$ cat config.mk
export PLATFORM = sky130hd
export DESIGN_NAME = cafe_maquina_param
export DESIGN_NICKNAME = d
export VERILOG_FILES = /design/src/rtl/cafe_maquina_param.sv
export SDC_FILE = /design/constraint.sdc
export NUM_CORES = 1
export LEC_CHECK = 0
export CORE_MARGIN = 5
export CORE_UTILIZATION = 47
export DETAILED_ROUTE_END_ITERATION = 16
export PLACE_DENSITY = 0.79
export SYNTH_ARGS = -nofsm -noshare
export SYNTH_HDL_FRONTEND = slang
export SYNTH_SLANG_ARGS = --single-unit
$ cat constraint.sdc
create_clock -name clk -period 2.1 [get_ports clk]
set_input_delay 0.42 -clock clk [delete_from_list [all_inputs] [get_ports clk]]
set_output_delay 0.42 -clock clk [all_outputs]
set_load 0.1 [all_outputs]
$ cat src/rtl/cafe_maquina_param.sv
// rtl/cafe_maquina_param.sv - coffee vending controller: selection, coin credit, change, timed brew.
// Define EXTRA_SHOT_EN to add the extra_shot input (+1 price unit, strong brew for every drink).
module cafe_maquina_param #(
  parameter int TIMEOUT         = 16,
  parameter int CYCLES_PER_SIZE = 2,
  parameter int CREDIT_W        = 6
) (
  input  logic                clk,
  input  logic                reset,
  input  logic                sel_valid,
  input  logic [2:0]          tipo_cafe_in,
  input  logic [1:0]          tamano_in,
  input  logic [2:0]          nivel_azucar_in,
  input  logic                coin_valid,
  input  logic [3:0]          coin_val,
  input  logic                cancel,
`ifdef EXTRA_SHOT_EN
  input  logic                extra_shot,
`endif
  output logic [CREDIT_W-1:0] price,
  output logic [CREDIT_W-1:0] credit,
  output logic [CREDIT_W-1:0] change,
  output logic                change_valid,
  output logic                coin_accept,
  output logic                sel_error,
  output logic                busy,
  output logic                done,
  output logic                concentracion,
  output logic                leche,
  output logic                espuma,
  output logic [2:0]          nivel_azucar_out
);
  localparam int TW = $clog2(TIMEOUT + 1);
  localparam int BW = $clog2(3 * CYCLES_PER_SIZE + 1);
  localparam int SW = CREDIT_W + 1;

  typedef enum logic [2:0] {
    S_IDLE,
    S_PAY,
    S_BREW,
    S_REFUND,
    S_DONE
  } state_t;

  state_t state, state_next;

  logic [2:0]          tipo_q;
  logic [1:0]          tamano_q;
  logic [2:0]          azucar_q;
`ifdef EXTRA_SHOT_EN
  logic                extra_q;
`endif
  logic [TW-1:0]       timer;
  logic [BW-1:0]       brew_cnt;
  logic [BW-1:0]       brew_len;
  logic                sel_ok;
  logic [3:0]          base_price;
  logic [3:0]          size_step;
  logic [CREDIT_W-1:0] price_sel;
  logic [SW-1:0]       credit_sum;
  logic [CREDIT_W-1:0] credit_add;
  logic [CREDIT_W-1:0] credit_in;
  logic                rec_conc;
  logic                rec_leche;
  logic                rec_espuma;

  assign sel_ok = (tipo_cafe_in != 3'd0) && (tipo_cafe_in <= 3'd4) &&
                  (tamano_in != 2'd0) &&
                  (nivel_azucar_in != 3'd0) && (nivel_azucar_in != 3'd7);

  always_comb begin
    base_price = 4'd0;
    size_step  = 4'd0;
    case (tipo_cafe_in)
      3'd1:    base_price = 4'd2;
      3'd2:    base_price = 4'd3;
      3'd3:    base_price = 4'd4;
      3'd4:    base_price = 4'd5;
      default: base_price = 4'd0;
    endcase
    case (tamano_in)
      2'd2:    size_step = 4'd2;
      2'd3:    size_step = 4'd4;
      default: size_step = 4'd0;
    endcase
`ifdef EXTRA_SHOT_EN
    price_sel = CREDIT_W'(base_price + size_step) + CREDIT_W'(extra_shot);
`else
    price_sel = CREDIT_W'(base_price + size_step);
`endif
  end

  // Credit saturates instead of wrapping so a flood of coins can never look like a small balance.
  assign coin_accept = (state == S_PAY) && coin_valid;
  assign credit_sum  = {1'b0, credit} + SW'(coin_val);
  assign credit_add  = credit_sum[CREDIT_W] ? {CREDIT_W{1'b1}} : credit_sum[CREDIT_W-1:0];
  assign credit_in   = coin_accept ? credit_add : credit;

  assign brew_len = BW'(tamano_q) * BW'(CYCLES_PER_SIZE);

  always_comb begin
    rec_conc   = 1'b0;
    rec_leche  = 1'b0;
    rec_espuma = 1'b0;
    case (tipo_q)
      3'd2: rec_leche = 1'b1;
      3'd3: rec_conc  = 1'b1;
      3'd4: begin
        rec_conc   = 1'b1;
        rec_leche  = 1'b1;
        rec_espuma = 1'b1;
      end
      default: ;
    endcase
`ifdef EXTRA_SHOT_EN
    if (extra_q) rec_conc = 1'b1;
`endif
  end

  // Cancel outranks payment completion; payment completion outranks the idle timeout.
  always_comb begin
    state_next = state;
    case (state)
      S_IDLE:   if (sel_valid && sel_ok) state_next = S_PAY;
      S_PAY: begin
        if (cancel)                                          state_next = S_REFUND;
        else if (credit >= price)                            state_next = S_BREW;
        else if (!coin_valid && (timer == TW'(TIMEOUT - 1))) state_next = S_REFUND;
      end
      S_BREW:   if (brew_cnt == brew_len - BW'(1)) state_next = S_DONE;
      S_REFUND: state_next = S_IDLE;
      S_DONE:   state_next = S_IDLE;
      default:  state_next = S_IDLE;
    endcase
  end

  always_ff @(posedge clk) begin
    if (reset) begin
      state            <= S_IDLE;
      tipo_q           <= '0;
      tamano_q         <= '0;
      azucar_q         <= '0;
`ifdef EXTRA_SHOT_EN
      extra_q          <= 1'b0;
`endif
      timer            <= '0;
      brew_cnt         <= '0;
      price            <= '0;
      credit           <= '0;
      change           <= '0;
      change_valid     <= 1'b0;
      sel_error        <= 1'b0;
      concentracion    <= 1'b0;
      leche            <= 1'b0;
      espuma           <= 1'b0;
      nivel_azucar_out <= '0;
    end else begin
      state        <= state_next;
      sel_error    <= (state == S_IDLE) && sel_valid && !sel_ok;
      change_valid <= 1'b0;
      change       <= '0;
      case (state)
        S_IDLE: begin
          if (sel_valid && sel_ok) begin
            tipo_q   <= tipo_cafe_in;
            tamano_q <= tamano_in;
            azucar_q <= nivel_azucar_in;
`ifdef EXTRA_SHOT_EN
            extra_q  <= extra_shot;
`endif
            price    <= price_sel;
            credit   <= '0;
            timer    <= '0;
          end
        end
        S_PAY: begin
          timer    <= coin_valid ? '0 : timer + TW'(1);
          brew_cnt <= '0;
          credit   <= credit_in;
          if (state_next == S_BREW) begin
            change       <= credit - price;
            change_valid <= 1'b1;
            credit       <= '0;
          end else if (state_next == S_REFUND) begin
            change       <= credit_in;
            change_valid <= 1'b1;
          end
        end
        S_BREW:   brew_cnt <= brew_cnt + BW'(1);
        S_REFUND: credit   <= '0;
        default: ;
      endcase

      // Recipe outputs are loaded one cycle ahead so they are stable for every BREW cycle.
      if (state_next == S_BREW) begin
        concentracion    <= rec_conc;
        leche            <= rec_leche;
        espuma           <= rec_espuma;
        nivel_azucar_out <= azucar_q;
      end else begin
        concentracion    <= 1'b0;
        leche            <= 1'b0;
        espuma           <= 1'b0;
        nivel_azucar_out <= '0;
      end

      if ((state != S_IDLE) && (state_next == S_IDLE)) begin
        price    <= '0;
        tipo_q   <= '0;
        tamano_q <= '0;
        azucar_q <= '0;
`ifdef EXTRA_SHOT_EN
        extra_q  <= 1'b0;
`endif
      end
    end
  end

  assign busy = (state != S_IDLE);
  assign done = (state == S_DONE);

endmodule

==> impl_metrics.toml <==
[yosys]
synth_top_cell_by_area = "dfxtp_1"
ys_seq_elements = 43
syn-instance-count = 279
synth_top_area_share_pct = 35.8
postSynthAreaPerCell_sq_um = 8.62
async_flop_share_pct = 0
synthTopCellsByArea = "dfxtp_1 36%, ha_1 6.2%, mux2i_1 5.4%"
ys_seq_area_share_pct = 35.8
ys_warn_count = 0
ys_types = 56
synth-main-ff-cell = "dfxtp_1"
syn_area_sq_um = 2400
synth_edf_count = 0

[global_route]
grt_util_met2_pct = 34.0
met3_usage_pct = 3.95
met1_usage_pct = 22.2
track_usage_pct = 19.0
grt-ovfl-total = 0
busiest_layer = "met2"
grt_pass1_wl_um = 9740
grt_pass1_vias = 2182
grt_max_degree = 14
antenna_found_initial = 0

[cells_and_area]
drive_above_1_share_pct = 30.6
fin_area_sq_um = 3310
fin_cells = 423
syn_to_final_growth_pct = 37.6
fillers = 399
utilization_pct = 65.6
diodes = 0
final_nets = 384

[clocking]
h-tree-depth = 2
root_buffer = "clkbuf_8"
clock-sinks = 43
cts_buffers = 5
path_clk_slew_ps = 90
tritoncts = "done"
hold_buffers = 0
clock_latency_ps = 310
clock_path_buffers = 2

[die]
initial_core_util_pct = 47.7
die-height_um = 81.5
core_area_sq_um = 5040
row_count = 26
dieArea_sq_um = 6650
ios = 46
die_w_um = 81.5

[critical_path]
crit_required_ps = 2300
crit_fanout = 2
ff2ff_path_depth = 9
reg2reg_slack_ps = 110
cp.arrival_ps = 2260
critPathLaunchType = "input port"
critPathCaptureType = "flop"
r2r_start = "credit[2]"
r2r_end = "credit[0]"
crit_type = "in -> reg"

[sta]
period_needed_ps = 2060
maxSlewViolCount = 0
rsz0062_at_grt = "yes"
hold_ws_ps = 476
timing.final.crit_share_pct = 98.2
finalSetupViolCount = 0
max_freq_ghz = 0.485
finalSetupTns_ps = 0
hold_viol = 0
fin_worst_skew_ps = 12.8

[routing]
wl_um = 6010
vias = 2217
dr.pass1.iters = 4
drtIter0Drc = 135
ant_nets = 0
wire_per_inst_um = 14.2
vias_per_cell = 5.24
drcViolationCount = 0

[place]
dp_cells = 412
dp_hpwl_um = 4710
placed_cell_area_sq_um = 3150
portBuffers = 43
place_congestion = 0.871

[outcome]
outcome = "finished, final reports clean"

[min_path]
min_to = "nivel_azucar_out[0]"
hold_class = "reg -> reg"
hold_path_depth = 1
min_from = "azucar_q[0]"

[power_and_ir_drop]
p_leak_nw = 1.45
power_density_nw_per_um2 = 502
irDropWorstVdd_uv = 407

[run]
maxCapViolCount = 0
layout by cell type, fill, tap and decap left out, drive strengths merged, types with 6 or more instances in the layout:
| cell type | n |
|---|---|
| ha | 12 |
| nor3 | 6 |
| o21ai | 14 |
| dfxtp | 43 |
| nor2 | 29 |
| nand2 | 23 |
| nor2b | 6 |
| clkdlybuf4s50 | 16 |
| a21oi | 20 |
| inv | 15 |
| nand2b | 6 |
| buf | 61 |
| nor3b | 7 |
| and3 | 6 |
| mux2i | 13 |
synth_stat cells (all sizes together), types with 5 or more instances:
library cell and number:
mux2i 13, nand2 23, ha 12, a21oi 20, and3 6, nor2 29, nand3b 5, xnor2 5
nor2b 6, dfxtp 43, nor3 6, clkbuf 6, o21ai 14, buf 6, nand2b 6, nor3b 7
a211oi 5, inv 16
worst max path at each step:
stage	startpoint	slack (ps)	endpoint	depth (start not counted)
3_5_place_dp	coin_val[0]	-340	credit[4]	9
4_1_cts	coin_val[0]	10	credit[4]	9
6_report	coin_val[0]	40	credit[4]	9
3_3_place_gp	coin_val[0]	-290	credit[4]	9
2_1_floorplan	price[3]	-2	espuma	9
5_1_grt	coin_val[0]	-60	change[4]	9
stage by stage:
| stage | power [mW] | setup slack, ps |
|---|---|---|
| 6_report | 1.66 | 36.9 |
| 5_1_grt | 1.74 | -55.4 |
| 4_1_cts | 1.66 | 10.6 |
| 3_5_place_dp | 1.16 | -338 |
| 3_3_place_gp | 1.15 | -293 |
| 2_1_floorplan | 1.04 | -2.38 |
per-layer routing:
metal  part of all wire [%]  vias up  wire, um
li1                       -     1122         -
met1                     43     1031      2580
met2                     51       58      3090
met3                    4.6        6       278
met4                    1.0        0        63
met5                      0        -         0
sequential cells by signal (all words and copies together), names as in the netlist:
register and flops:
azucar_q 3, brew_cnt 3, change 6, change_valid 1, concentracion 1, credit 6, espuma 1, leche 1
nivel_azucar_out 3, price 4, sel_error 1, state 3, tamano_q 2, timer 5, tipo_q 3
worst max-delay path, cell delays in order:
cell	delay, ps
clkdlybuf4s50_1	460
ha_2	170
inv_1	50
fa_2	350
nor2b_2	140
o21ai_1	110
a21oi_1	200
mux2i_1	260
o21ai_0	100
cells by family (layout without fill, tap and decap cells):
logic type | count (synthesis) | count (layout) | share of synthesized area, %
AOI/OAI and AO/OA | 64 | 64 | 18.4
xor gates and xnor gates | 7 | 7 | 2.55
adders and majority gates | 15 | 15 | 8.74
buffers and inverters | 28 | 101 | 4.89
DFF | 43 | 43 | 35.8
muxes | 13 | 13 | 5.41
other | 1 | 2 | 0.156
and+or+nand+nor | 108 | 108 | 24.0
report_power, final:
| group | internal [mW] | switching (mW) | leakage, nW | total (mW) |
|---|---|---|---|---|
| clock | 0.228 | 0.291 | 0.0477 | 0.519 |
| combinational | 0.135 | 0.178 | 1.05 | 0.312 |
| sequential | 0.818 | 0.0104 | 0.356 | 0.828 |
final cells by class:
type,count,area (sq um),share of cell area [%]
well taps,70,87.6,2.65
clock inverters,3,15.0,0.454
flip-flops and latches,43,898,27.2
inverters,16,63.8,1.93
multi-input cells,209,1510,45.5
repair buffers,77,668,20.2
clock buffers,5,68.8,2.08
repair_timing:
| action | in CTS | in global routing |
|---|---|---|
| pin swaps | 1 | 5 |
| gates cloned | 0 | 0 |
| buffers inserted | 0 | 3 |
| resized for setup | 1 | 15 |
| endpoints found under the setup margin | 2 | 19 |
Power figures use the tool's default switching activity.
